### config.mk
export PLATFORM = sky130hd
export DESIGN_NAME = fsm_seq_gen
export DESIGN_NICKNAME = d
export VERILOG_FILES = /design/src/rtl/fsm_seq_pkg.sv /design/src/rtl/fsm_seq_gen_piso.sv /design/src/rtl/fsm_seq_gen.sv
export SDC_FILE = /design/constraint.sdc
export NUM_CORES = 1
export LEC_CHECK = 0
export CORE_ASPECT_RATIO = 1.5
export CORE_MARGIN = 3
export CORE_UTILIZATION = 25
export CTS_CLUSTER_SIZE = 25
export DETAILED_ROUTE_END_ITERATION = 8
export GPL_TIMING_DRIVEN = 0
export SLEW_MARGIN = 20
export SYNTH_ARGS = -nofsm -noshare
export SYNTH_HDL_FRONTEND = slang
export SYNTH_HIERARCHICAL = 1
export SYNTH_SLANG_ARGS = --single-unit
### constraint.sdc
create_clock -name clk -period 3.4 [get_ports clk]
set_clock_uncertainty 0.05 [all_clocks]
set_input_delay 1.02 -clock clk [delete_from_list [all_inputs] [get_ports clk]]
set_output_delay 1.02 -clock clk [all_outputs]
set_load 0.03 [all_outputs]
### src/rtl/fsm_seq_pkg.sv
// Shared types and constants for the serial pattern generator.
// State encoding, default frame content and pulse levels live here.
package fsm_seq_pkg;

   typedef enum logic [1:0] {
      ST_IDLE  = 2'd0,
      ST_SHIFT = 2'd1,
      ST_GAP   = 2'd2
   } state_e;

   localparam int unsigned PAT_W_DEF = 8;
   localparam int unsigned LEN_W_DEF = 4;
   localparam int unsigned REP_W_DEF = 8;
   localparam int unsigned GAP_W_DEF = 4;

   localparam logic [4:0]  DEF_PAT = 5'b10010;
   localparam int unsigned DEF_LEN = 5;

   localparam logic PULSE_ON  = 1'b1;
   localparam logic PULSE_OFF = 1'b0;

endpackage

### src/rtl/fsm_seq_gen_piso.sv
// Load/shift register for one frame plus its bit counter.
// The first bit of a frame bypasses the shifter, so sr_q holds only the bits still to come.
module seq_gen_piso
   import fsm_seq_pkg::*;
#(
   parameter int unsigned PAT_W = PAT_W_DEF,
   parameter int unsigned LEN_W = LEN_W_DEF
) (
   input  logic             clk,
   input  logic             rst,
   input  logic             load_i,
   input  logic             reload_i,
   input  logic             shift_i,
   input  logic [PAT_W-1:0] pat_i,
   input  logic [LEN_W-1:0] len_i,
   output logic             load_bit_o,
   output logic             first_bit_o,
   output logic             nxt_bit_o,
   output logic             last_bit_o
);

   logic [PAT_W-1:0] aligned;
   logic [LEN_W-1:0] shamt;
   logic [PAT_W-1:0] pat_q;
   logic [PAT_W-1:0] sr_q;
   logic [LEN_W-1:0] lenm1_q;
   logic [LEN_W-1:0] cnt_q;

   // Left-justify the pattern so bit [len-1] lands on the MSB.
   assign shamt   = LEN_W'(PAT_W) - len_i;
   assign aligned = pat_i << shamt;

   assign load_bit_o  = aligned[PAT_W-1];
   assign first_bit_o = pat_q[PAT_W-1];
   assign nxt_bit_o   = sr_q[PAT_W-1];
   assign last_bit_o  = (cnt_q == '0);

   always_ff @(posedge clk or negedge rst) begin
      if (!rst) begin
         pat_q   <= '0;
         sr_q    <= '0;
         lenm1_q <= '0;
         cnt_q   <= '0;
      end else if (load_i) begin
         pat_q   <= aligned;
         sr_q    <= {aligned[PAT_W-2:0], 1'b0};
         lenm1_q <= len_i - LEN_W'(1);
         cnt_q   <= len_i - LEN_W'(1);
      end else if (reload_i) begin
         sr_q    <= {pat_q[PAT_W-2:0], 1'b0};
         cnt_q   <= lenm1_q;
      end else if (shift_i) begin
         sr_q    <= {sr_q[PAT_W-2:0], 1'b0};
         cnt_q   <= cnt_q - LEN_W'(1);
      end
   end

endmodule

### src/rtl/fsm_seq_gen.sv
// Serial pattern generator: sends a latched pattern MSB-first, repeated with optional gaps.
// FSM, repeat/gap counters and the registered output stage.
module fsm_seq_gen
   import fsm_seq_pkg::*;
#(
   parameter int unsigned PAT_W = PAT_W_DEF,
   parameter int unsigned LEN_W = LEN_W_DEF,
   parameter int unsigned REP_W = REP_W_DEF,
   parameter int unsigned GAP_W = GAP_W_DEF
) (
   input  logic             clk,
   input  logic             rst,
   input  logic             start,
   input  logic [PAT_W-1:0] pat_in,
   input  logic [LEN_W-1:0] len_in,
   input  logic [REP_W-1:0] rep_in,
   input  logic [GAP_W-1:0] gap_in,
   input  logic             abort,
   output logic             data,
   output logic             data_vld,
   output logic             frame_start,
   output logic             busy,
   output logic             ready,
   output logic             done,
   output logic             err
);

   state_e state_q, state_d;

   logic [REP_W-1:0] rep_q, rep_d;
   logic             cont_q, cont_d;
   logic [GAP_W-1:0] gap_len_q, gap_len_d;
   logic [GAP_W-1:0] gap_cnt_q, gap_cnt_d;

   logic data_q, data_d;
   logic vld_q, vld_d;
   logic fs_q, fs_d;
   logic busy_q, busy_d;
   logic done_q, done_d;
   logic err_q, err_d;

   logic load, reload, shift;
   logic load_bit, first_bit, nxt_bit, last_bit;
   logic len_ok, more_frames;

   assign len_ok      = (len_in != '0) && (len_in <= LEN_W'(PAT_W));
   assign more_frames = cont_q || (rep_q > REP_W'(1));

   seq_gen_piso #(
      .PAT_W (PAT_W),
      .LEN_W (LEN_W)
   ) u_piso (
      .clk         (clk),
      .rst         (rst),
      .load_i      (load),
      .reload_i    (reload),
      .shift_i     (shift),
      .pat_i       (pat_in),
      .len_i       (len_in),
      .load_bit_o  (load_bit),
      .first_bit_o (first_bit),
      .nxt_bit_o   (nxt_bit),
      .last_bit_o  (last_bit)
   );

   always_ff @(posedge clk or negedge rst) begin
      if (!rst) state_q <= ST_IDLE;
      else      state_q <= state_d;
   end

   always_comb begin
      state_d = state_q;
      if (abort) begin
         state_d = ST_IDLE;
      end else begin
         case (state_q)
            ST_IDLE:  if (start && len_ok) state_d = ST_SHIFT;
            ST_SHIFT: if (last_bit) begin
                         if (!more_frames)          state_d = ST_IDLE;
                         else if (gap_len_q != '0)  state_d = ST_GAP;
                      end
            ST_GAP:   if (gap_cnt_q == '0) state_d = ST_SHIFT;
            default:  state_d = ST_IDLE;
         endcase
      end
   end

   // Outputs are computed one edge early and registered, so the accepting
   // edge already presents the first bit.
   always_comb begin
      data_d    = 1'b0;
      vld_d     = 1'b0;
      fs_d      = 1'b0;
      done_d    = PULSE_OFF;
      err_d     = PULSE_OFF;
      load      = 1'b0;
      reload    = 1'b0;
      shift     = 1'b0;
      rep_d     = rep_q;
      cont_d    = cont_q;
      gap_len_d = gap_len_q;
      gap_cnt_d = gap_cnt_q;
      if (!abort) begin
         case (state_q)
            ST_IDLE: begin
               if (start) begin
                  if (len_ok) begin
                     load      = 1'b1;
                     rep_d     = rep_in;
                     cont_d    = (rep_in == '0);
                     gap_len_d = gap_in;
                     data_d    = load_bit;
                     vld_d     = 1'b1;
                     fs_d      = 1'b1;
                  end else begin
                     err_d = PULSE_ON;
                  end
               end
            end
            ST_SHIFT: begin
               if (!last_bit) begin
                  shift  = 1'b1;
                  data_d = nxt_bit;
                  vld_d  = 1'b1;
               end else if (more_frames) begin
                  if (!cont_q) rep_d = rep_q - REP_W'(1);
                  if (gap_len_q == '0) begin
                     reload = 1'b1;
                     data_d = first_bit;
                     vld_d  = 1'b1;
                     fs_d   = 1'b1;
                  end else begin
                     gap_cnt_d = gap_len_q - GAP_W'(1);
                  end
               end else begin
                  done_d = PULSE_ON;
               end
            end
            ST_GAP: begin
               if (gap_cnt_q == '0) begin
                  reload = 1'b1;
                  data_d = first_bit;
                  vld_d  = 1'b1;
                  fs_d   = 1'b1;
               end else begin
                  gap_cnt_d = gap_cnt_q - GAP_W'(1);
               end
            end
            default: ;
         endcase
      end
      busy_d = (state_d != ST_IDLE);
   end

   always_ff @(posedge clk or negedge rst) begin
      if (!rst) begin
         rep_q     <= '0;
         cont_q    <= 1'b0;
         gap_len_q <= '0;
         gap_cnt_q <= '0;
         data_q    <= 1'b0;
         vld_q     <= 1'b0;
         fs_q      <= 1'b0;
         busy_q    <= 1'b0;
         done_q    <= 1'b0;
         err_q     <= 1'b0;
      end else begin
         rep_q     <= rep_d;
         cont_q    <= cont_d;
         gap_len_q <= gap_len_d;
         gap_cnt_q <= gap_cnt_d;
         data_q    <= data_d;
         vld_q     <= vld_d;
         fs_q      <= fs_d;
         busy_q    <= busy_d;
         done_q    <= done_d;
         err_q     <= err_d;
      end
   end

   assign data        = data_q;
   assign data_vld    = vld_q;
   assign frame_start = fs_q;
   assign busy        = busy_q;
   assign ready       = ~busy_q;
   assign done        = done_q;
   assign err         = err_q;

endmodule

==> impl_metrics.csv <==
group,metric,value,unit
run_status,status,"complete, no violations",
synthesis,synth-async-reset-ratio,100,%
floorplanning,io_pins,35,
global_routing,grt-ovfl-total,0,
placed_design,io_buffers,33,
synthesis,postSynthAreaPerCell,9.40,µm²
power,cellLeakagePower,0.00161,µW
cts,clock_latency,0.30,ns
worst_setup_path,cp_data_required_time,3.53,ns
placed_design,dp.cells,515,
worst_setup_path,rr_worst_depth,11,
sta,hold_viol,0,
floorplanning,dieWidth,96.7,µm
layout,nets,413,
worst_setup_path,crit_type,"in2reg",
route,finalWirelength,7.90,mm
worst_setup_path,crit_start,"len_in[1]",
sta,rsz0062_at_grt,"false",
sta,fin_ws,0.111,ns
route,dr.pass1.iters,4,
run,drv_cap,0,
synthesis,yosysSeqAreaShare,39.0,%
power,irDropWorstVdd,0.000214,V
worst_hold_path,holdPathStages,1,
floorplanning,die-area,0.0137,mm²
synthesis,syn_inst,328,
placed_design,gp_congestion,0.811,
worst_hold_path,hold_path.class,"reg2reg",
sta,tightest_slew,0.552,ns
synthesis,synth_edf_count,0,
power,clockPowerShare,27.3,%
worst_setup_path,critPathCaptureType,"flop",
worst_setup_path,worst-path-max-fanout,8,
global_routing,grtUsageTotal,11.9,%
synthesis,synthesis.area,0.00308,mm²
worst_hold_path,hold_path.startpoint,"u_piso/lenm1_q[2]",
sta,whs,0.446,ns
power,switching_share,33.9,%
route,drt_iter0_markers,125,
global_routing,grt_antenna_before_repair,0,
layout,final_area,0.00389,mm²
synthesis,ys_types,66,
cts,cts-root-buf,"clkbuf_16",
worst_setup_path,startpoint_type,"primary input",
layout,num_antenna_cells,0,
synthesis,ys.warnings.count,6,
route,drtAntennaViolNets,0,
cts,clock_sinks,48,
power,switchingPower,721,µW
sta,fin_setup_tns,0,ns
layout,fill_cells,1273,
placed_design,placed_area,0.00362,mm²
sta,period_needed,3.29,ns
route,drcViolationCount,0,
power,p_seq_share,41.7,%
global_routing,grt_pass1_wl,13.6,mm
synthesis,synth-seq-cells,48,
layout,area_delta_synth_final,26.3,%
sta,slew_violations,0,
power,p_comb_share,31.0,%
floorplanning,initial_utilization,25.6,%
route,post_drt_wl_per_cell,14.9,µm
floorplanning,std_cell_rows,49,
sta,setup_viol_count_final,0,
layout,drive_gt1_share,14.1,%
placed_design,pre_cts_ws,-0.974,ns
synthesis,synth-main-ff-cell,"dfrtp_1",
global_routing,grt_pass1_vias,2729,
power,intPower,1410,µW
cts,path_clk_slew,0.07,ns
cts,numCtsBuffers,5,
cts,clk_path_buf_depth,2,
sta,fin_crit_sh,96.7,%
synthesis,syn-num-nets,365,
placed_design,dpl.hpwl,5.87,mm
worst_setup_path,r2r-start,"u_piso/cnt_q[0]",
cts,cts_tree,"yes",
worst_setup_path,crit_arrival,3.42,ns
power,power_density,547,mW/mm²
cts,cts_hold_buf,0,
sta,max_freq,304,MHz
global_routing,grt_max_degree,32,
layout,fin_cells,530,
floorplanning,die_y,142,µm
sta,max_slew_margin,62.9,%
cts,h-tree-depth,2,
floorplanning,core,0.0120,mm²
route,vias,2656,
route,vias_per_cell,5.01,
## power groups by stage
stage | combinational, µW | clock (µW) | sequential, µW
after detailed placement | 640 | 0 | 895
after global routing | 753 | 617 | 915
after global placement | 620 | 0 | 888
after CTS | 658 | 594 | 886
final | 659 | 581 | 888
after floorplan | 471 | 0 | 863
## flip-flops by register name, summed over array words and instances (netlist names), 2 cells and up
signal          cells
rep_q               8
u_piso/pat_q        8
u_piso/sr_q         7
gap_cnt_q           4
gap_len_q           4
u_piso/cnt_q        4
u_piso/lenm1_q      4
state_q             2
## per-layer routing
metal,global-route usage (%),routed length (µm),up-vias
li1,-,-,1283
met3,2.55,281,9
met1,13.4,3250,1309
met2,22.0,4230,55
met5,0,0,-
met4,4.44,143,0
## path summary, 6_finish.rpt
check,endpoint,slack [ns]
setup reg to reg,u_piso/sr_q[1],0.43
hold reg to reg,u_piso/lenm1_q[2],0.45
setup / recovery,u_piso/sr_q[7],0.11
min in group asynchronous,rep_q[2],0.61
hold / removal,u_piso/lenm1_q[2],0.45
max in group asynchronous,u_piso/cnt_q[0],2.16
## worst max-delay path, stage by stage
cell	delay (ns)
clkdlybuf4s50_1	0.55
or4_1	0.63
nand4_1	0.21
nor2_4	0.06
buf_4	0.17
or3_1	0.33
clkbuf_1	0.20
o22a_1	0.24
## layout make-up
type	count	area, µm²	area share (%)
multi-input cells	232	1700	43.6
flip-flops and latches	48	1200	30.9
repair buffers	42	408	10.5
well taps	153	191	4.92
clock buffers	5	125	3.21
inverters	30	113	2.89
plain buffers	17	109	2.80
clock inverters	3	47.5	1.22
## Yosys cell counts (2+ instances only)
cell | count | share of area (%)
a211oi_1 | 2 | 0.49
a21o_1 | 2 | 0.49
a21oi_1 | 18 | 2.9
a221oi_1 | 3 | 0.85
a31oi_1 | 3 | 0.61
buf_2 | 4 | 0.65
buf_6 | 4 | 1.5
clkbuf_1 | 9 | 1.1
dfrtp_1 | 48 | 39
ha_1 | 9 | 3.7
inv_1 | 30 | 3.7
mux2_2 | 4 | 1.5
mux2i_1 | 20 | 6.5
mux4_2 | 3 | 2.2
nand2_1 | 17 | 2.1
nand2b_1 | 5 | 1.0
nand3_1 | 10 | 1.6
nor2_1 | 27 | 3.3
nor3_1 | 10 | 1.6
nor3b_1 | 5 | 1.2
nor4_1 | 6 | 1.2
o211ai_1 | 2 | 0.49
o21a_1 | 5 | 1.2
o21ai_0 | 19 | 3.1
o21ai_1 | 2 | 0.32
o22a_1 | 4 | 1.1
o22ai_1 | 3 | 0.61
o31ai_1 | 4 | 0.97
o32ai_1 | 2 | 0.57
or2_2 | 2 | 0.41
or3_1 | 8 | 1.6
or4_1 | 2 | 0.49
xnor2_1 | 2 | 0.57
xor2_1 | 2 | 0.57
## per-stage QoR
stage | utilization, % | power [µW]
final | 32.4 | 2130
after global routing | 32.4 | 2290
after CTS | 32.1 | 2140
after detailed placement | 30.1 | 1540
after global placement | 30.0 | 1510
after floorplan | - | 1330
## logic make-up (layout without fill, tap and decap cells)
kind of cell	Yosys count	in the layout	synth area share, %
adders and majority gates	9	9	3.65
and+or+nand+nor	105	105	18.5
buffers and inverters	48	97	6.98
muxes	30	30	12.1
AOI/OAI and AO/OA	84	84	18.6
DFF	48	48	39.0
xor gates and xnor gates	4	4	1.14
## placed cells by master, fill, tap and decap left out, types with 6 or more instances in the layout
cell type	instances
dfrtp_1	48
clkdlybuf4s50_1	31
inv_1	30
nor2_1	27
mux2i_1	20
o21ai_0	18
a21oi_1	18
nand2_1	17
nand3_1	10
nor3_1	9
ha_1	9
or3_1	8
buf_4	8
clkbuf_1	6
nor4_1	6
## repair_timing
item                       4_1_cts  5_1_grt
setup buffers                    5        3
setup endpoints to repair       24       18
resized for setup                8        6
pin swaps                        2        2
Power figures use the tool's default switching activity.
